--- src/rtl/vga_pixel_sink.sv ---
// rtl/vga_pixel_sink.sv - VGA scan-out sink with pixel FIFO, stb/ack intake and frame-start sync
//
// vga_pixel_sink_fifo: small synchronous FIFO holding RGB triplets.
//   clk, rst              clock, asynchronous active-low reset
//   push, wdata           write strobe and data (caller guarantees not full)
//   pop, rdata            pop strobe (caller guarantees not empty), head data
//   level                 registered occupancy 0..2**AW
//
// vga_pixel_sink: terminal consumer of the pixel stream.
//   clk, rst              pixel clock, asynchronous active-low reset
//   data_i, stb_i, ack_i  RRGGBB00 byte intake; ack_i pulses one cycle per byte
//   clr_underflow         synchronous clear of underflow_cnt (wins over increment)
//   r, g, b               2-bit colour, zero whenever blank
//   hsync_n, vsync_n      active-low sync pulses
//   blank                 high outside the visible window
//   sync_o                one-cycle pulse on the last pixel of the frame
//   fifo_level            current FIFO occupancy
//   underflow_cnt         saturating count of visible pixels that found the FIFO empty

module vga_pixel_sink_fifo #(
    parameter int AW = 3,
    parameter int DW = 6
) (
    input  logic          clk,
    input  logic          rst,
    input  logic          push,
    input  logic [DW-1:0] wdata,
    input  logic          pop,
    output logic [DW-1:0] rdata,
    output logic [AW:0]   level
);

    localparam int DEPTH = 2 ** AW;

    logic [DW-1:0] mem [DEPTH];
    logic [AW-1:0] wr_ptr;
    logic [AW-1:0] rd_ptr;

    // Storage carries no reset; validity is tracked entirely by the pointers.
    always_ff @(posedge clk) begin
        if (push) begin
            mem[wr_ptr] <= wdata;
        end
    end

    always_ff @(posedge clk or negedge rst) begin
        if (!rst) begin
            wr_ptr <= '0;
            rd_ptr <= '0;
            level  <= '0;
        end else begin
            if (push) begin
                wr_ptr <= wr_ptr + 1'b1;
            end
            if (pop) begin
                rd_ptr <= rd_ptr + 1'b1;
            end
            case ({push, pop})
                2'b10:   level <= level + 1'b1;
                2'b01:   level <= level - 1'b1;
                default: level <= level;
            endcase
        end
    end

    // Head is read combinationally; it only matters when level is non-zero.
    assign rdata = mem[rd_ptr];

endmodule

module vga_pixel_sink #(
    parameter int H_VISIBLE = 640,
    parameter int H_FP      = 16,
    parameter int H_SYNC    = 96,
    parameter int H_BP      = 48,
    parameter int V_VISIBLE = 480,
    parameter int V_FP      = 10,
    parameter int V_SYNC    = 2,
    parameter int V_BP      = 33,
    parameter int FIFO_AW   = 3
) (
    input  logic               clk,
    input  logic               rst,
    input  logic [7:0]         data_i,
    input  logic               stb_i,
    output logic               ack_i,
    input  logic               clr_underflow,
    output logic [1:0]         r,
    output logic [1:0]         g,
    output logic [1:0]         b,
    output logic               hsync_n,
    output logic               vsync_n,
    output logic               blank,
    output logic               sync_o,
    output logic [FIFO_AW:0]   fifo_level,
    output logic [15:0]        underflow_cnt
);

    localparam int H_TOTAL = H_VISIBLE + H_FP + H_SYNC + H_BP;
    localparam int V_TOTAL = V_VISIBLE + V_FP + V_SYNC + V_BP;
    localparam int XW      = $clog2(H_TOTAL);
    localparam int YW      = $clog2(V_TOTAL);
    localparam int DEPTH   = 2 ** FIFO_AW;

    localparam logic [XW-1:0] X_LAST     = XW'(H_TOTAL - 1);
    localparam logic [XW-1:0] X_PRELAST  = XW'(H_TOTAL - 2);
    localparam logic [XW-1:0] X_VIS      = XW'(H_VISIBLE);
    localparam logic [XW-1:0] X_HS_START = XW'(H_VISIBLE + H_FP);
    localparam logic [XW-1:0] X_HS_END   = XW'(H_VISIBLE + H_FP + H_SYNC);

    localparam logic [YW-1:0] Y_LAST     = YW'(V_TOTAL - 1);
    localparam logic [YW-1:0] Y_VIS      = YW'(V_VISIBLE);
    localparam logic [YW-1:0] Y_VS_START = YW'(V_VISIBLE + V_FP);
    localparam logic [YW-1:0] Y_VS_END   = YW'(V_VISIBLE + V_FP + V_SYNC);

    localparam logic [FIFO_AW:0] LVL_FULL = (FIFO_AW + 1)'(DEPTH);

    logic [XW-1:0] sx;
    logic [YW-1:0] sy;

    logic          visible;
    logic          h_sync_zone;
    logic          v_sync_zone;
    logic          frame_last_next;
    logic          push;
    logic          pop;
    logic          underflow;
    logic [5:0]    head_rgb;
    logic          unused_low_bits;

    // ------------------------------------------------------------------
    // Scan position
    // ------------------------------------------------------------------
    always_ff @(posedge clk or negedge rst) begin
        if (!rst) begin
            sx <= '0;
            sy <= '0;
        end else if (sx == X_LAST) begin
            sx <= '0;
            sy <= (sy == Y_LAST) ? '0 : sy + 1'b1;
        end else begin
            sx <= sx + 1'b1;
        end
    end

    always_comb begin
        visible         = (sx < X_VIS) && (sy < Y_VIS);
        h_sync_zone     = (sx >= X_HS_START) && (sx < X_HS_END);
        v_sync_zone     = (sy >= Y_VS_START) && (sy < Y_VS_END);
        // Registered sync_o must be high while the counters sit on the
        // frame's last pixel, so it is decoded one pixel early.
        frame_last_next = (sx == X_PRELAST) && (sy == Y_LAST);
    end

    // ------------------------------------------------------------------
    // Intake and FIFO
    // ------------------------------------------------------------------
    // A byte is taken only when no ack is outstanding, which caps intake at
    // one byte per two clocks even if upstream keeps stb high. Fullness is
    // judged on the registered level alone: a pop in the same cycle does not
    // open a slot for the waiting strobe.
    always_comb begin
        push      = stb_i && !ack_i && (fifo_level != LVL_FULL);
        pop       = visible && (fifo_level != '0);
        underflow = visible && (fifo_level == '0);
    end

    vga_pixel_sink_fifo #(
        .AW (FIFO_AW),
        .DW (6)
    ) u_fifo (
        .clk   (clk),
        .rst   (rst),
        .push  (push),
        .wdata (data_i[7:2]),
        .pop   (pop),
        .rdata (head_rgb),
        .level (fifo_level)
    );

    assign unused_low_bits = ^data_i[1:0];

    // ------------------------------------------------------------------
    // Registered outputs, one clock behind the scan position
    // ------------------------------------------------------------------
    always_ff @(posedge clk or negedge rst) begin
        if (!rst) begin
            ack_i   <= 1'b0;
            r       <= 2'b00;
            g       <= 2'b00;
            b       <= 2'b00;
            hsync_n <= 1'b1;
            vsync_n <= 1'b1;
            blank   <= 1'b1;
            sync_o  <= 1'b0;
        end else begin
            ack_i   <= push;
            hsync_n <= !h_sync_zone;
            vsync_n <= !v_sync_zone;
            blank   <= !visible;
            sync_o  <= frame_last_next;
            // Only a popped pixel produces colour; blanking and underflow
            // both drive black.
            if (pop) begin
                r <= head_rgb[5:4];
                g <= head_rgb[3:2];
                b <= head_rgb[1:0];
            end else begin
                r <= 2'b00;
                g <= 2'b00;
                b <= 2'b00;
            end
        end
    end

    always_ff @(posedge clk or negedge rst) begin
        if (!rst) begin
            underflow_cnt <= '0;
        end else if (clr_underflow) begin
            underflow_cnt <= '0;
        end else if (underflow && (underflow_cnt != 16'hFFFF)) begin
            underflow_cnt <= underflow_cnt + 16'd1;
        end
    end

endmodule

--- config.mk ---
export PLATFORM = sky130hd
export DESIGN_NAME = vga_pixel_sink
export DESIGN_NICKNAME = d
export VERILOG_FILES = /design/src/rtl/vga_pixel_sink.sv
export SDC_FILE = /design/constraint.sdc
export NUM_CORES = 1
export LEC_CHECK = 0
export ABC_AREA = 1
export ABC_CLOCK_PERIOD_IN_PS = 3000
export CORE_ASPECT_RATIO = 0.75
export CORE_MARGIN = 2
export CORE_UTILIZATION = 50
export CTS_BUF_LIST = sky130_fd_sc_hd__clkbuf_8
export DETAILED_ROUTE_END_ITERATION = 8
export PLACE_DENSITY = 0.7
export SLEW_MARGIN = 25
export SYNTH_ARGS = -nofsm -noshare
export SYNTH_HDL_FRONTEND = slang
export SYNTH_HIERARCHICAL = 1
export SYNTH_SLANG_ARGS = --single-unit
--- constraint.sdc ---
create_clock -name clk -period 3 [get_ports clk]
set_input_delay 0.75 -clock clk [delete_from_list [all_inputs] [get_ports clk]]
set_output_delay 0.75 -clock clk [all_outputs]
set_load 0.05 [all_outputs]
; ---- Word-level counts from Yosys, hierarchy flattened
; Memories as Yosys holds them, arrays and structs flattened.
; Index checks and enable logic that the tools add are counted.
[totals]
romBits = 0
output_inout_bits = 31
reg_bits = 57
n_memories = 1
mem_bits_rw = 48
latchBits = 0
[mem_list]
columns = memory, words, width, rd, rd_ports_with_merged_regs, write_ports, line_no
row1 = u_fifo.mem, 8, 6, 1, 0, 1, 35  ; logic [DW-1:0] mem [DEPTH];
[classes]
n_mux = 10
mul = 0
add_sub_neg = 7
eq_ne = 7
magnitude_cmp = 6
n_reduce_logical = 17
bitwise_logic = 0
shifts = 0
div_mod_pow = 0
[ops]
columns = cell, count
row1 = 16-bit 2-to-1 mux, 2
row2 = "10-bit == test, second input constant", 3
row3 = "10-bit by 1-bit adder with 10-bit output, second input constant", 2
row4 = "10-bit < comparator, second input constant", 2
row5 = "10-bit by 9-bit < comparator with 1-bit output, second input constant", 2
row6 = 10-bit 2-to-1 mux, 2
row7 = "16-bit by 1-bit adder with 16-bit output, second input constant", 1
row8 = "16-bit inequality test, second input constant", 1
row9 = "10-bit >= comparator, second input constant", 1
row10 = "10-bit by 9-bit >= comparator with 1-bit output, second input constant", 1
row11 = 1-bit logical AND, 9
row12 = 4-bit case mux with 2 select lines, 1
row13 = "3-bit by 1-bit adder with 3-bit output, second input constant", 2
row14 = 2-bit 2-to-1 mux, 3
row15 = "4-bit by 1-bit adder with 4-bit output, second input constant", 1
row16 = 1-bit zero test, 4
row17 = 4-bit zero test, 1
row18 = "4-bit inequality test, second input constant", 1
row19 = 2-bit nonzero test, 2
row20 = 4-bit nonzero test, 1
row21 = "4-bit by 1-bit subtractor with 4-bit output, second input constant", 1
row22 = "2-bit by 1-bit == test with 1-bit output, second input constant", 1
row23 = "2-bit == test, second input constant", 1
row24 = 1-bit 2-to-1 mux, 2

; ---- Logic depth before layout (Yosys ltp)
[depth]
word_depth = 6
ltp_mapped = 14

; ---- By module
; Netlist, hierarchy kept.
[modules_own_cells]
columns = mod, area_per_inst_um2, instances, seq_area_each_um2, cells_per_inst
row1 = vga_pixel_sink, 2618.8, 1, 1179.9, 345
row2 = vga_pixel_sink_fifo, 2432.3, 1, 1691.6, 210

; ---- Worst setup path before layout
; Ideal clock, no wire load.
[synth_timing]
path_type = reg-to-reg
from = register u_fifo.level[0]
to = register u_fifo.level[2]
stages_incl_launch_ff = 14
slack_ns = 0.681
t_arrival_ns = 2.237
synth_period_minus_slack_ns = 2.319
required_ns = 2.918
path_cell_list = dfrtp_1 inv_1 nand2_1 o31ai_1 nor2_1 inv_2 ha_1 nand2_1 inv_2 nor2_1 ha_1 a21oi_1 or2_1 a31oi_1
[synth_via]
elab_chain_len = 4
elab_cells_between_ends = 10
[synth_lines]
columns = element, line_no
row1 = "start, declared", 30  ; output logic [AW:0] level
row2 = "start signal, assigned", 59  ; 2'b10: level <= level + 1'b1;
row3 = "start signal, assigned", 60  ; 2'b01: level <= level - 1'b1;
row4 = "start signal, assigned", 61  ; default: level <= level;
row5 = 4-bit inequality test (*), 163  ; push = stb_i && !ack_i && (fifo_level != LVL_FULL);
row6 = 1-bit logical AND (*), 163
row7 = net push, 125  ; logic push;
row8 = 2-bit by 1-bit == test with 1-bit output / 2-bit == test (equally long branches), 58  ; case ({push, pop})
row9 = 4-bit case mux with 2 select lines / 2-bit nonzero test (equally long branches), --
; Mark *: on every way through the listed nets, which the timed path passes. The rest lies on a longest branch.
; A chain may end at the register's enable or synchronous reset.

; ---- Final worst setup path
[layout_timing]
from = register underflow_cnt[2]
to = output underflow_cnt[2]
[layout_lines]
columns = element, line_no
row1 = "start, declared", 96  ; output logic [15:0] underflow_cnt
row2 = "start signal, assigned", 222  ; underflow_cnt <= underflow_cnt + 16'd1;
; No word-level cell between the ends.

==> summary.md <==
| Metric | Value |
|---|---|
| Slew Viols, Final | 0 |
| First-pass GRT wire length | 16980 um |
| Crit Path Category | flip-flop to primary output |
| Vias in the first global route | 3600 |
| First DRT Iteration DRCs | 471 |
| RSZ-0062 raised after global routing | false |
| Post_cts resized | 0 |
| # setup viols final | 0 |
| Share of layout cells above drive strength 1 | 0.07882 |
| Synth unique cells | 37 |
| Worst VDD drop | 0.5246 mV |
| Register area | around 2900 um^2 |
| First-pass DRT Iterations | 5 |
| Clock Latency Late Sink | 370 ps |
| Top cells by area, synth | edfxtp_1, dfrtp_1, nand2_1, nor2_1, inv_1 |
| GRT Total Usage | 0.1968 |
| Antenna viol nets, final | 0 |
| Depth of the CTS H-tree | 3 |
| Layout Skew | 8.714 ps |
| ANT cells | 0 |
| Final hold violations | 0 |
| Final min period | 2459 ps |
| Crit path capture type | primary output |
| Worst path cell trace | clkdlybuf4s50_1 |
| Synth top area share | 0.2854 |
| Fillers | 819 |
| Vias per cell | between 5 and 6 |
| Die area | 10930 um^2 |
| Largest area contributor in the netlist | edfxtp_1 |
| CTS Buf Count | 9 |
| DRC | 0 |
| Largest net degree at the start of global routing | 58 |
| Area grow syn2layout | 15.41% |
| Hold buffer count at cts | 0 |
| Top delay family on crit path | buffers and inverters |
| Gpl congestion | 0.8390 |
| Synth warnings | 6 |
| Synth Flop Type | dfrtp_1 |
| DP Area | 5599 um^2 |
| CP required | 2250 ps |
| Starting density of the core | 0.5188 |
| Final period utilization | 0.8196 |
| I/O Buffers | 40 |
| Slowest stage delay, CP | 850 ps |
| Pre-CTS setup slack | 312.9 ps |
| Reg clk slew, reported paths | 100 ps |
| Wire length per cell | 13.46 um |
| Slew @ Worst Pin | 728.6 ps |
| Routed WL | 9975 um |
| Final net count | 627 |
| Clock sink total | 105 |
| Outcome | finished clean |
| Commonest cells after routing, fill and taps aside | nand2_1, nor2_1, inv_1, dfrtp_1, edfxtp_1 |
| WHS | roughly 500 ps |
| DR vias | 3851 |
| Post-layout util | 0.5988 |
| Worst EP arrival | 1710 ps |
| Root Buffer Master | clkbuf_8 |
| CTS tree | built |
| Post-synth EDFFs | 48 |
| # Post-CTS Setup Buffers | 0 |
| IO Pins | 43 |
| Max_slew headroom | 0.5142 |
| Worst Hold Class | primary input to async pin |
| Die H | 91.05 um |
| Static Leak | 0.002494 uW |
| Final Cell Area | 5829 um^2 |
| Critical Path Fanout Max | 6 |
| Worst setup SP type | flip-flop |
| Slowest CP cell | clkdlybuf4s50_1 |
| Die X | 120.1 um |
| RR Endpoint | u_fifo/level[2] |
| Synth Area per Inst | between 9 and 10 um^2 |
| Setup TNS | 0 ps |
| Worst r2r src | u_fifo/level[0] |
| Post-synthesis register bit count | 105 |
| Worst Setup Slack, final | 541.2 ps |
| Rows | 31 |
| Commonest non-fill, non-tap cell in the layout | nand2_1 |
| Max Cap Viol | 0 |
| DP HPWL | slightly below 7000 um |
| Worst Setup SP | underflow_cnt[2] |
| Multi-input logic area | ~1900 um^2 |
| Cell area after synthesis | 5051 um^2 |
| Total grt overflow | 0 |
| Initial antenna violation count | 0 |
| CP Buf/Inv Count | 1 |
| Max Fclk | around 410 MHz |
| Net Count, Synth | 578 |
| Max Buffers Root-to-Sink | 2 |
| FF-to-FF path depth | 13 |
| Flop-to-flop setup slack | 680 ps |
| Power Density | 746.9 nW/um^2 |
| Post-Synthesis Cells | 555 |
| Async S/R FF share, synth | 0.5429 |
| Core Box Area | 9736 um^2 |
| Sequential area share after synthesis | 0.5685 |
-- per-layer routing --
metal	GRT usage	part of all wire
met1	0.2723	0.50
met2	0.3063	0.44
met3	0.05402	0.056
met4	0.05490	0.0094
met5	0	0
-- registers in the layout, indices dropped and copies added (netlist names) --
register	count
sy	10
hsync_n	1
vsync_n	1
blank	1
u_fifo/mem	48
g	2
u_fifo/wr_ptr	3
ack_i	1
sync_o	1
u_fifo/rd_ptr	3
sx	10
underflow_cnt	16
u_fifo/level	4
r	2
b	2
-- cell usage after synthesis (all sizes together) (3+ instances only) --
cell type and n:
buf 10, o22ai 12, xor2 9, nand2 141
o21ai 43, nor3 6, xnor2 5, or2 3
inv 58, dfstp 3, nor2 92, nand4 14
ha 11, nand3 27, edfxtp 48, dfrtp 54
a21oi 8
-- metrics by stage --
stage          cells  total power, uW
2_1_floorplan    555             2989
3_3_place_gp     725             3339
3_5_place_dp     725             3384
4_1_cts          741             4384
5_1_grt          741             4642
6_report         741             4354
-- area by class of cell --
| type | count | area share |
|---|---|---|
| Tap cell | 132 | 0.02833 |
| Timing Repair Buffer | 50 | 0.08070 |
| Inverter | 58 | 0.03735 |
| Clock buffer | 9 | 0.02125 |
| Clock inverter | 7 | 0.01824 |
| Sequential cell | 105 | 0.4926 |
| Multi-Input combinational cell | 380 | 0.3215 |
-- how the worst max path moves through the flow --
stage,endpoint,slack (ps),cells after the start
after floorplan,u_fifo/level[2],680,13
after global placement,u_fifo/level[2],390,12
after detailed placement,u_fifo/level[2],310,12
after CTS,underflow_cnt[4],520,1
after global routing,u_fifo/level[2],470,13
final,underflow_cnt[2],540,1
-- kinds of logic (layout without fill, tap and decap cells) --
family	Yosys count	after routing	share of synthesized area
compound gates	69	69	0.07431
xor+xnor	14	14	0.02428
fa+ha+maj	11	11	0.02725
buf+inv	70	124	0.06044
flops	105	105	0.5685
simple gates	286	286	0.2452
-- power by group --
group / switching [uW] / internal, uW / total (uW)
combinational: 983 / 509 / 1490
clock: 512 / 486 / 998
sequential: 159 / 1700 / 1860
total: 1650 / 2700 / 4350
Note: power is estimated with default switching activity, not from simulation.
